### src/rtl/uart_line_decoder.sv
// uart_line_decoder: passive 8N1 UART line monitor; decodes bytes from a serial pad.
// Ports: clk/rst_n (async active-low), uart_tx (monitored line), data_o/valid_o/newline_o
//        (received byte and strobes), frame_err_o (bad stop bit), busy_o, byte_count_o.
module uart_line_decoder #(
  parameter int CLK_PERIOD_NS           = 20,
  parameter int UART_BAUDRATE_PERIOD_NS = 4340
) (
  input  logic        clk,
  input  logic        rst_n,
  input  logic        uart_tx,
  output logic [7:0]  data_o,
  output logic        valid_o,
  output logic        newline_o,
  output logic        frame_err_o,
  output logic        busy_o,
  output logic [15:0] byte_count_o
);

  localparam int BIT_CLKS  = UART_BAUDRATE_PERIOD_NS / CLK_PERIOD_NS;
  localparam int HALF_CLKS = BIT_CLKS / 2;
  localparam int CNT_W     = $clog2(BIT_CLKS) + 1;

  localparam logic [CNT_W-1:0] BIT_RELOAD  = CNT_W'(BIT_CLKS - 1);
  localparam logic [CNT_W-1:0] HALF_RELOAD = CNT_W'(HALF_CLKS - 1);

  typedef enum logic [2:0] {
    IDLE  = 3'd0,
    START = 3'd1,
    DATA  = 3'd2,
    STOP  = 3'd3,
    BREAK = 3'd4
  } state_t;

  state_t           state, state_nxt;
  logic [CNT_W-1:0] cnt, cnt_nxt;
  logic [2:0]       idx, idx_nxt;
  logic [7:0]       shreg, shreg_nxt;
  logic             sync1, sync2;
  logic             line;
  logic             tick;
  // One-cycle flags from the stop-bit decision; the user-visible strobes are
  // registered from these, so they appear one cycle after the stop sample.
  logic             byte_ok, byte_ok_nxt;
  logic             stop_bad, stop_bad_nxt;

  assign line   = sync2;
  assign tick   = (cnt == '0);
  assign busy_o = (state != IDLE);

  // Synchronizer idles high so reset never looks like a start bit.
  always_ff @(posedge clk or negedge rst_n) begin
    if (!rst_n) begin
      sync1 <= 1'b1;
      sync2 <= 1'b1;
    end else begin
      sync1 <= uart_tx;
      sync2 <= sync1;
    end
  end

  always_ff @(posedge clk or negedge rst_n) begin
    if (!rst_n) begin
      state    <= IDLE;
      cnt      <= '0;
      idx      <= '0;
      shreg    <= '0;
      byte_ok  <= 1'b0;
      stop_bad <= 1'b0;
    end else begin
      state    <= state_nxt;
      cnt      <= cnt_nxt;
      idx      <= idx_nxt;
      shreg    <= shreg_nxt;
      byte_ok  <= byte_ok_nxt;
      stop_bad <= stop_bad_nxt;
    end
  end

  always_comb begin
    state_nxt    = state;
    cnt_nxt      = tick ? cnt : cnt - 1'b1;
    idx_nxt      = idx;
    shreg_nxt    = shreg;
    byte_ok_nxt  = 1'b0;
    stop_bad_nxt = 1'b0;
    case (state)
      IDLE: begin
        if (!line) begin
          state_nxt = START;
          cnt_nxt   = HALF_RELOAD;
        end
      end
      START: begin
        // Mid-start-bit check: a line already back high was only a glitch.
        if (tick) begin
          if (!line) begin
            state_nxt = DATA;
            cnt_nxt   = BIT_RELOAD;
            idx_nxt   = 3'd0;
          end else begin
            state_nxt = IDLE;
          end
        end
      end
      DATA: begin
        if (tick) begin
          shreg_nxt = {line, shreg[7:1]};
          cnt_nxt   = BIT_RELOAD;
          idx_nxt   = idx + 3'd1;
          if (idx == 3'd7) state_nxt = STOP;
        end
      end
      STOP: begin
        if (tick) begin
          if (line) begin
            byte_ok_nxt  = 1'b1;
            state_nxt    = IDLE;
          end else begin
            stop_bad_nxt = 1'b1;
            state_nxt    = BREAK;
          end
        end
      end
      BREAK: begin
        // Hold off until the line recovers so a stuck-low line reports once.
        if (line) state_nxt = IDLE;
      end
      default: state_nxt = IDLE;
    endcase
  end

  // shreg is stable here: the next frame cannot reach DATA for over half a bit.
  always_ff @(posedge clk or negedge rst_n) begin
    if (!rst_n) begin
      data_o       <= 8'h00;
      valid_o      <= 1'b0;
      newline_o    <= 1'b0;
      frame_err_o  <= 1'b0;
      byte_count_o <= 16'h0000;
    end else begin
      valid_o     <= byte_ok;
      newline_o   <= byte_ok && (shreg == 8'h0A);
      frame_err_o <= stop_bad;
      if (byte_ok) begin
        data_o       <= shreg;
        byte_count_o <= byte_count_o + 16'd1;
      end
    end
  end

endmodule

### config.mk
export PLATFORM = sky130hd
export DESIGN_NAME = uart_line_decoder
export DESIGN_NICKNAME = d
export VERILOG_FILES = /design/src/rtl/uart_line_decoder.sv
export SDC_FILE = /design/constraint.sdc
export NUM_CORES = 1
export LEC_CHECK = 0
export CORE_ASPECT_RATIO = 2
export CORE_UTILIZATION = 35
export DETAILED_ROUTE_END_ITERATION = 10
export PLACE_DENSITY_LB_ADDON = 0.15
export SKIP_CTS_REPAIR_TIMING = 1
export SYNTH_ARGS = -nofsm -noshare
export SYNTH_HDL_FRONTEND = slang
export SYNTH_SLANG_ARGS = --single-unit
### constraint.sdc
create_clock -name clk -period 2.16 [get_ports clk]
set_input_delay 0.432 -clock clk [delete_from_list [all_inputs] [get_ports clk]]
set_output_delay 0.432 -clock clk [all_outputs]
set_load 0.05 [all_outputs]
**After elaboration in Yosys (flattened, before gate mapping)**

Index checks and enable logic that the tools add are counted.

- Register bits: 54
- Input port bits: 3
- Output and inout port bits: 28
- Word-level logic and storage cells: 62

- Add/subtract/negate cells: 3
- Equality and inequality tests: 13
- Muxes and demuxes: 25
- Reduce and logical (&&, ||, !) cells: 8

Operator list:

| cell | count |
|---|---|
| $mux W9 | 5 |
| $mux W3 | 10 |
| $pmux W9 S3 | 1 |
| $add A16 B1 Y16 const B | 1 |
| $pmux W3 S5 | 1 |
| $ne A2 B2 Y1 const B | 7 |
| $logic_not A9 Y1 | 1 |
| $sub A9 B1 Y9 const B | 1 |
| $eq A8 B4 Y1 const B | 1 |
| $eq A3 B2 Y1 const B | 2 |
| $eq A3 B3 Y1 const B | 2 |
| $mux W1 | 6 |
| $pmux W3 S2 | 1 |
| $reduce_and A6 Y1 | 1 |
| $reduce_and A4 Y1 | 1 |
| $add A3 B1 Y3 const B | 1 |
| $eq A3 B1 Y1 const B | 1 |
| $logic_not A3 Y1 | 1 |
| $reduce_bool A3 Y1 | 1 |
| $mux W2 | 1 |
| $reduce_and A2 Y1 | 1 |
| $reduce_bool A2 Y1 | 1 |
| $logic_and A1 B1 Y1 | 1 |

**Longest topological paths before layout**

- Depth after elaboration: 5
- Depth in mapped cells: 10
- Gate-level depth less buffers: 9

**Worst setup path after synthesis**

No wires, ideal clock.

- Kind: register to register
- Start point: register cnt[0]
- End point: register shreg[4]
- Library setup time: 0.125 ns
- Data arrival time: 1.975 ns
- Required time: 2.035 ns
- Slack: 0.059 ns
- Stages on the path, launching flop included: 9
- Path buffers: 1
- Clock period less this slack: 2.101 ns
- Cells stage by stage: dfrtp_1 inv_1 ha_1 nor4b_4 and2_1 buf_6 inv_4 or3_4 mux2_4

- Longest elaborated chain between the ends: 2

RTL lines:

| what | line | source |
|---|---|---|
| start: declaration | 35 | `logic [CNT_W-1:0] cnt, cnt_nxt;` |
| start signal: assignment | 71 | `cnt <= cnt_nxt;` |
| $logic_not A9 Y1 | 47 | `assign tick = (cnt == '0);` |
| $reduce_and A2 Y1 (no line) | - |  |
| end signal: assignment | 73 | `shreg <= shreg_nxt;` |
| end: declaration | 37 | `logic [7:0] shreg, shreg_nxt;` |

No other way between the ends.
A chain may end at the register's enable or synchronous reset.

**Final worst setup path**

- Start point: register byte_count_o[0]
- End point: output port byte_count_o[0]

RTL lines:

| what | line | source |
|---|---|---|
| start: declaration | 16 | `output logic [15:0] byte_count_o` |
| start signal: assignment | 146 | `byte_count_o <= byte_count_o + 16'd1;` |

No word-level cell between the ends.

==> reports/results.tsv <==
metric	value	unit
final slew viol count	0	
core area	6730	sq um
net switching power	397	uW
Leak	0.00142	uW
count of final hold-check violations	0	
Cells after DPL	326	
setup TNS	0	ps
Setup crit start	byte_count_o[0]	
CP Class	register to primary output	
fin crit period	2040	ps
Final Net Count	253	
Power per Cell Area	612	nW/um^2
cells after synthesis	204	
drt pass-1 iters	4	
startpoint types	register	
Worst EP arrival	1610	ps
Critical Path Stages	1	
Root Buffer	clkbuf_16	
worst-path fanout max	6	
flop2flop setup slack	150	ps
drt wl/cell	15.5	um
Setup-failing EPs final	0	
Hold WC Path Type	input port to asynchronous set/reset pin	
Buf+Inv Stages, Crit Path	1	
fin cells	334	
row count	42	
storage element area	1350	sq um
CTS Buf Count	5	
number of enable flip-flop cells after synthesis	0	
CTS tree	done	
Worst R2R End	cnt[0]	
RSZ-0062 raised after global routing	false	
clk slew on worst S/H paths	70	ps
Max rail drop VDD	375	uV
first-pass GRT wire length	8450	um
clock share of power	44.4	%
Die Wd	61.3	um
Mapped Area	2460	sq um
share of layout cells above drive strength 1	20.3	%
Mapped Avg Cell Area	12.1	sq um
flops & latches, synth	54	
DRC viols	0	
Synth Flop Type	dfrtp_1	
die footprint	7400	sq um
CTS sink cnt	54	
GRT Util Overall	15.7	%
Mapped Nets	212	
Tot Pwr	1880	uW
Antenna Cells	0	
Area Growth Syn to Fin	25.0	%
register area share after synthesis	55.0	%
port bufs	30	
DRT iter0 DRCs	28	
Clk Latency, worst-skew pair	290	ps
post-route ant nets	0	
GP Congestion	0.881	
Top delay family on crit path	buffers and inverters	
Initial Util	36.6	%
slowest CP cell	clkdlybuf4s50_1	
Hold WS	101	ps
crit share post-route	94.3	%
Max Clk Rate	491	MHz
WL final	5170	um
Flop pwr share	54.0	%
Max H-tree Level	2	
share of synthesized registers carrying an async set or reset	100	%
Slew @ Worst Pin	550	ps
IO Count	31	
Net Sw Frac	21.1	%
Vias per Instance	5.16	
max-cap violations	0	
slowest stage delay, CP	850	ps
worst r2r path cells	9	
Setup crit end kind	primary output	
RR Startpoint	cnt[0]	
Yosys cell types	48	
Setup crit end	byte_count_o[0]	
worst path cell trace	clkdlybuf4s50_1	
Rel. slew slack	63.0	%
Core Util, Final	45.8	%
Int Pwr	1490	uW
buffer depth of the longest clock path	2	
HPWL after DPL	3920	um
vias after detailed routing	1724	
total gr overflow	0	
height of the die	121	um
vias in the first global route	1709	
status	finished, final reports clean	
critical path required time	1730	ps
logic gate share of total power	1.6	%
Worst Skew	6.75	ps
filler cell count	678	
initial antenna violation count	0	
largest net degree at the start of global routing	36	
area of the multi-input gates	1060	sq um
Synthesis Warnings	0	
power groups by stage:
stage | Combinational, uW | Sequential (uW) | Clock [uW]
floorplan | 4.93 | 1030 | 0
global placement | 32.9 | 1040 | 0
detailed placement | 32.6 | 1040 | 0
CTS | 32.7 | 1020 | 870
global route | 35.5 | 1020 | 898
finish | 30.3 | 1020 | 837
how the worst min path moves through the flow:
stage                       to  cells after the start      from
2_1_floorplan  byte_count_o[0]                      0     rst_n
3_3_place_gp       frame_err_o                      0  stop_bad
3_5_place_dp       frame_err_o                      0  stop_bad
4_1_cts            frame_err_o                      1     rst_n
5_1_grt                 cnt[3]                      1     rst_n
6_report       byte_count_o[4]                      1     rst_n
cells by family (layout without fill, tap and decap cells):
family,after synthesis,in the layout,share of synthesized area [%]
buf+inv,11,53,2.08
flops,54,54,55.0
fa+ha+maj,5,5,2.54
mux,19,19,9.09
compound gates,28,28,7.57
simple gates,72,72,18.4
xor+xnor,15,15,5.33
synthesized netlist by cell type (all sizes together) (2+ instances only):
master,number,area share [%]
a211oi,2,0.61
a21oi,6,1.2
a22o,2,0.71
and2,2,0.51
and3,4,1.0
and4,2,0.71
clkbuf,5,0.76
dfrtp,52,53
dfstp,2,2.1
ha,5,2.5
inv,5,0.86
mux2,18,8.7
nand2,11,1.7
nand2b,3,0.76
nand3,5,1.0
nand3b,2,0.61
nand4,4,1.0
nor2,13,2.0
nor3,5,1.5
nor4,3,1.4
nor4b,3,1.7
o21ai,8,1.6
o31ai,3,0.91
or2,2,0.51
or2b,2,0.61
or3,5,1.5
or3b,2,0.71
xnor2,8,2.8
xor2,7,2.5
metrics by stage:
stage,area (sq um),worst slack [ps]
6_report,3080,123
3_3_place_gp,2920,228
2_1_floorplan,2460,59.5
4_1_cts,3080,97.7
5_1_grt,3080,29.1
3_5_place_dp,2920,157
cell usage in the layout, fill, tap and decap left out, types with 5 or more instances in the layout:
cell,netlist,routed
nor2_1,13,13
buf_4,0,10
xor2_1,7,7
clkdlybuf4s50_1,0,28
dfrtp_1,52,52
nand3_1,5,5
xnor2_1,8,8
clkbuf_16,0,5
ha_1,5,5
a21oi_1,6,6
nand2_1,11,11
mux2_2,15,15
o21ai_0,8,8
registers in the layout, summed over array words and instances (netlist names):
register / flops
byte_ok: 1
sync1: 1
stop_bad: 1
state: 3
valid_o: 1
newline_o: 1
byte_count_o: 16
data_o: 8
line: 1
shreg: 8
idx: 3
frame_err_o: 1
cnt: 9
routing by layer:
metal  GRT usage [%]  wire length, um  vias up
met4            6.96              123        0
met3            3.10              131       11
met1            15.3             1870      859
met2            29.5             3050       35
met5               0                0        -
li1                -                -      819
cell type report:
type	instances	area share, %
multi-input cells	139	34.4
well taps	88	3.57
clock inverters	2	0.569
clock buffers	6	4.51
flip-flops and latches	54	43.9
inverters	5	0.690
repair buffers	40	12.3
Note: power is estimated with default switching activity, not from simulation.
